[src/rtl/analysis_pkg.sv]
// Shared definitions for the analysis-path frame arbiter.
//   DEFAULT_DATA_W    : default sample width (windowed buffer output)
//   DEFAULT_FRAME_LEN : default beats per analysis frame (power of two)
//   ch_idx_t          : channel index (0 = left, 1 = right)
//   arb_state_t       : arbiter FSM state
package analysis_pkg;

   localparam int unsigned DEFAULT_DATA_W    = 24;
   localparam int unsigned DEFAULT_FRAME_LEN = 1024;

   typedef logic [0:0] ch_idx_t;

   typedef enum logic [1:0] {
      IDLE   = 2'd0,
      GRANT0 = 2'd1,
      GRANT1 = 2'd2
   } arb_state_t;

endpackage

[src/rtl/analysis_frame_arbiter.sv]
// Shares one windowed-FFT analysis path between two sample-buffer streams.
// Whole frames of FRAME_LEN beats are granted round-robin and never split.
// Ports:
//   clk, reset_n            : clock, asynchronous active-low reset
//   ch_en[1:0]              : per-channel enable, only looked at when arbitrating
//   in0_* / in1_*           : per-channel valid/ready sample streams
//   out_data/valid/ready    : FFT input stream
//   out_last                : final beat of the current frame
//   out_ch                  : channel owning the current beat
//   frame_done[1:0]         : one-cycle pulse per channel after its last beat
//   frame_cnt0/frame_cnt1   : completed-frame counters, wrap silently
module analysis_frame_arbiter
   import analysis_pkg::*;
#(
   parameter int unsigned DATA_W    = DEFAULT_DATA_W,
   parameter int unsigned FRAME_LEN = DEFAULT_FRAME_LEN,
   parameter int unsigned CNT_W     = 16
) (
   input  logic              clk,
   input  logic              reset_n,
   input  logic [1:0]        ch_en,
   input  logic [DATA_W-1:0] in0_data,
   input  logic              in0_valid,
   output logic              in0_ready,
   input  logic [DATA_W-1:0] in1_data,
   input  logic              in1_valid,
   output logic              in1_ready,
   output logic [DATA_W-1:0] out_data,
   output logic              out_valid,
   input  logic              out_ready,
   output logic              out_last,
   output logic              out_ch,
   output logic [1:0]        frame_done,
   output logic [CNT_W-1:0]  frame_cnt0,
   output logic [CNT_W-1:0]  frame_cnt1
);

   localparam int unsigned       BEAT_W    = (FRAME_LEN > 1) ? $clog2(FRAME_LEN) : 1;
   localparam logic [BEAT_W-1:0] LAST_BEAT = BEAT_W'(FRAME_LEN - 1);

   arb_state_t        state_q;
   logic [BEAT_W-1:0] beat_cnt_q;
   ch_idx_t           last_ch_q;
   logic [1:0]        frame_done_q;
   logic [CNT_W-1:0]  frame_cnt0_q;
   logic [CNT_W-1:0]  frame_cnt1_q;

   logic [1:0] req;
   ch_idx_t    gnt_ch;
   logic       beat;
   logic       at_last;

   // Two-way priority pick: with both requesting, the preferred channel wins.
   function automatic arb_state_t arb_pick(input logic [1:0] reqs, input ch_idx_t prefer);
      arb_state_t pick;
      if (reqs == 2'b11) begin
         pick = (prefer == 1'b1) ? GRANT1 : GRANT0;
      end else if (reqs[0]) begin
         pick = GRANT0;
      end else if (reqs[1]) begin
         pick = GRANT1;
      end else begin
         pick = IDLE;
      end
      return pick;
   endfunction

   assign req    = ch_en & {in1_valid, in0_valid};
   assign gnt_ch = ch_idx_t'(state_q == GRANT1);

   // Zero-latency datapath steered by the registered grant.
   always_comb begin
      out_data  = '0;
      out_valid = 1'b0;
      in0_ready = 1'b0;
      in1_ready = 1'b0;
      unique case (state_q)
         GRANT0: begin
            out_data  = in0_data;
            out_valid = in0_valid;
            in0_ready = out_ready;
         end
         GRANT1: begin
            out_data  = in1_data;
            out_valid = in1_valid;
            in1_ready = out_ready;
         end
         default: ;
      endcase
   end

   assign beat       = out_valid && out_ready;
   assign at_last    = (beat_cnt_q == LAST_BEAT);
   assign out_last   = at_last && out_valid;
   assign out_ch     = gnt_ch;
   assign frame_done = frame_done_q;
   assign frame_cnt0 = frame_cnt0_q;
   assign frame_cnt1 = frame_cnt1_q;

   always_ff @(posedge clk or negedge reset_n) begin
      if (!reset_n) begin
         state_q      <= IDLE;
         beat_cnt_q   <= '0;
         last_ch_q    <= 1'b1;  // ch0 wins the first tie
         frame_done_q <= '0;
         frame_cnt0_q <= '0;
         frame_cnt1_q <= '0;
      end else begin
         frame_done_q <= '0;
         unique case (state_q)
            IDLE: begin
               state_q <= arb_pick(req, ~last_ch_q);
            end
            GRANT0, GRANT1: begin
               // Grant is held until the last beat regardless of ch_en or valid gaps.
               if (beat) begin
                  if (at_last) begin
                     beat_cnt_q           <= '0;
                     last_ch_q            <= gnt_ch;
                     frame_done_q[gnt_ch] <= 1'b1;
                     if (gnt_ch == 1'b0) begin
                        frame_cnt0_q <= frame_cnt0_q + CNT_W'(1);
                     end else begin
                        frame_cnt1_q <= frame_cnt1_q + CNT_W'(1);
                     end
                     // Re-arbitrate now, other channel preferred, so no bubble.
                     state_q <= arb_pick(req, ~gnt_ch);
                  end else begin
                     beat_cnt_q <= beat_cnt_q + BEAT_W'(1);
                  end
               end
            end
            default: begin
               state_q <= IDLE;
            end
         endcase
      end
   end

endmodule

[config.mk]
export PLATFORM = sky130hd
export DESIGN_NAME = analysis_frame_arbiter
export DESIGN_NICKNAME = d
export VERILOG_FILES = /design/src/rtl/analysis_pkg.sv /design/src/rtl/analysis_frame_arbiter.sv
export SDC_FILE = /design/constraint.sdc
export NUM_CORES = 1
export LEC_CHECK = 0
export ABC_AREA = 0
export BUFFER_PORTS_ARGS = -buffer_cell sky130_fd_sc_hd__buf_2
export CORE_MARGIN = 8
export CORE_UTILIZATION = 35
export CTS_BUF_LIST = sky130_fd_sc_hd__clkbuf_8
export DETAILED_ROUTE_END_ITERATION = 8
export PLACE_DENSITY = 0.7
export SYNTH_ARGS = -nofsm -noshare
export SYNTH_HDL_FRONTEND = slang
export SYNTH_SLANG_ARGS = --single-unit
export TNS_END_PERCENT = 50
[constraint.sdc]
create_clock -name clk -period 2.2 [get_ports clk]
set_input_delay 0.11 -clock clk [delete_from_list [all_inputs] [get_ports clk]]
set_output_delay 0.11 -clock clk [all_outputs]
set_load 0.01 [all_outputs]
==> impl_metrics.tcl <==
set metrics [dict create \
    ys_top_cells_by_count "dfrtp_1, xor2_1, a22oi_1, nor2b_1, nand2_1" \
    period_share_pct 92.9 \
    grt_pass1_wl_um 12600 \
    fill_cells 814 \
    crit_required_ns 2.09 \
    first_pass_iters 4 \
    cts-root-buf "clkbuf_8" \
    crit_arrival_ns 1.93 \
    diodes 0 \
    whs_endpoint "state_q[0]" \
    ys_seq_area_share_pct 41.2 \
    crit_path_start "state_q[0]" \
    synth_seq_cells 47 \
    io_buffers 117 \
    grt_antenna_before_repair 0 \
    synth_flop_cell "dfrtp_1" \
    setup_viol 0 \
    hold_depth 4 \
    reg2reg_depth 6 \
    grt_pass1_vias 2602 \
    hp-class "in2reg" \
    die-width_um 106 \
    avgViaCountPerCell 4.97 \
    cts_tree "yes" \
    status "complete, no violations" \
    final.setup_skew_ns 0.00584 \
    placement_rows 33 \
    pin_count 118 \
    grt_setup_unrepaired "no" \
    netlist_instances 288 \
    synth_most_common_cell "dfrtp_1" \
    clkSlewWorstSetupHoldPaths_ns 0.08 \
    drtIter0Drc 133 \
    wl_um 7870 \
    overflow 0 \
    dr.max_layer_used "met4" \
    fmax_mhz 489 \
    p_leak_nw 1.92 \
    hold_viol 0 \
    async_flop_share_pct 100 \
    ys_types 39 \
    numCtsBuffers 5 \
    dieHeight_um 106 \
    drv_cap 0 \
    drc_errors 0 \
    ctsHtreeMaxLevel 2 \
    clock_sinks 47 \
    path_class "reg2out" \
    worst_pin_slew_ns 0.589 \
    vias 2536 \
    clk_path_buf_depth 2 \
    ant_nets 0 \
    crit_fanout 11 \
    wl_met3_um 386 \
    grt_usage_pct 13.4 \
    synth_nets 351 \
    start_util_pct 35.5 \
    min_from "ch_en[0]" \
    synthTopCellsByArea "dfrtp_1, xor2_1, a22oi_1, nor2b_1, ha_1" \
    grt_max_degree 28 \
    max-vdd-ir-drop_v 0.000344 \
    synth_top_area_share_pct 40.2 \
    core_area_mm2 0.00805 \
    r2r-start "state_q[0]" \
    setup.worst_path.end_class "output port" \
    maxSlewViolCount 0 \
    routedWlPerCell_um 15.4 \
    max-slew-margin-rel_pct 60.7 \
    dieArea_mm2 0.0113 \
    power_density_mw_per_mm2 731 \
    post-route-min-period_ns 2.04 \
    fin_hold_ws_ns 0.187 \
    r2r_slack_ns 0.19 \
    fin_nets 467 \
    critPathLaunchType "flop" \
    fin_setup_tns_ns 0 \
    netlist_area_mm2 0.00286 \
    r2r-end "frame_cnt0[14]" \
    clkLatencyLatePin_ns 0.30 \
    place_congestion 0.812 \
    yosysWarnings 0 \
    worst_slack_ns 0.155 \
    synth_edf_count 0 \
    syn2layout_area_growth_pct 28.8 \
    pre_cts_ws_ns 0.184 \
    synth_top_cell_by_area "dfrtp_1" \
    dp_hpwl_um 6130 \
    syn_area_per_cell_um2 9.93 \
    wl_met2_um 4030 \
    drive_gt1_share_pct 37.8 \
    wl_met1_um 3410 \
]
## layout by cell type (no fill, tap or decap), types with 2 or more instances in the layout
cell        n
xor2_1     29
buf_4       6
nor4_4      2
dfrtp_1    46
and2_1      3
nand4_1     8
inv_1      13
o21ai_0    11
nor4_1      4
a211o_1     2
mux2i_1     4
a21oi_1     2
nor2_1      9
or3_1       3
and3_1      4
and4_1      4
buf_2     117
or4_4       2
nand4_4     2
a22oi_1    24
nor3_1     12
nand2_1    20
xnor2_1     6
ha_1        7
nor4_2      4
mux2_2      2
nor3_2      4
nor2b_1    24
nand3_1    13
clkbuf_8    6
## what timing repair did
action                     in CTS  in global routing
setup endpoints to repair       0                  3
resized for setup               0                  2
hold endpoints to repair       24                  0
setup buffers                   0                  0
hold buffers                    1                  0
## worst max-delay path, stage by stage, from the launching register on
cell	delay, ns
dfrtp_1	0.41
inv_1	0.14
ha_1	0.20
a22o_2	0.25
nand4_4	0.17
buf_4	0.22
nor2_1	0.10
buf_2	0.15
## flip-flops by register name, indices dropped and copies added (netlist names)
| name | cells |
|---|---|
| beat_cnt_q | 10 |
| frame_cnt1 | 16 |
| frame_cnt0 | 16 |
| state_q | 2 |
| frame_done | 2 |
| last_ch_q | 1 |
## worst max-delay path by stage
stage,slack (ns),endpoint,cells past startpoint
floorplan,0.15,frame_cnt1[1],7
global placement,0.27,frame_cnt0[14],6
detailed placement,0.18,frame_cnt0[13],7
CTS,0.04,out_last,7
global route,0.02,out_last,7
finish,0.16,out_last,7
## logic make-up after synthesis
group / Yosys count / synth area share (%)
AOI/OAI and AO/OA: 41 / 9.80
adders and majority gates: 8 / 3.50
DFF: 47 / 41.2
muxes: 6 / 2.19
and+or+nand+nor: 122 / 27.8
xor gates and xnor gates: 35 / 10.7
buffers and inverters: 29 / 4.81
## area by class of cell
class / count / area [µm²] / area share [%]
Clock buffer: 6 / 82.6 / 2.24
Clock inverter: 2 / 35.0 / 0.951
Inverter: 13 / 48.8 / 1.32
Multi-Input combinational cell: 212 / 1550 / 42.0
Sequential cell: 47 / 1180 / 32.0
Tap cell: 105 / 131 / 3.57
Timing Repair Buffer: 125 / 661 / 17.9
## stage by stage
stage	instance area [µm²]	util, %	total power, mW	std cells
floorplan	2860	-	1.68	288
global placement	3550	44.1	2.01	501
detailed placement	3550	44.1	2.05	501
CTS	3680	45.7	2.71	510
global route	3680	45.8	2.87	510
finish	3680	45.8	2.69	510
## metal layers
layer | vias up | global-route usage, %
li1 | 1255 | -
met1 | 1212 | 16.5
met2 | 63 | 23.3
met3 | 6 | 3.02
met4 | 0 | 2.41
met5 | - | 0
## where the power goes
group / switching, mW / internal [mW]
Combinational: 0.609 / 0.471
Clock: 0.292 / 0.368
Sequential: 0.0519 / 0.900
Total: 0.953 / 1.74
No activity file was read; power rests on OpenSTA's default activity.
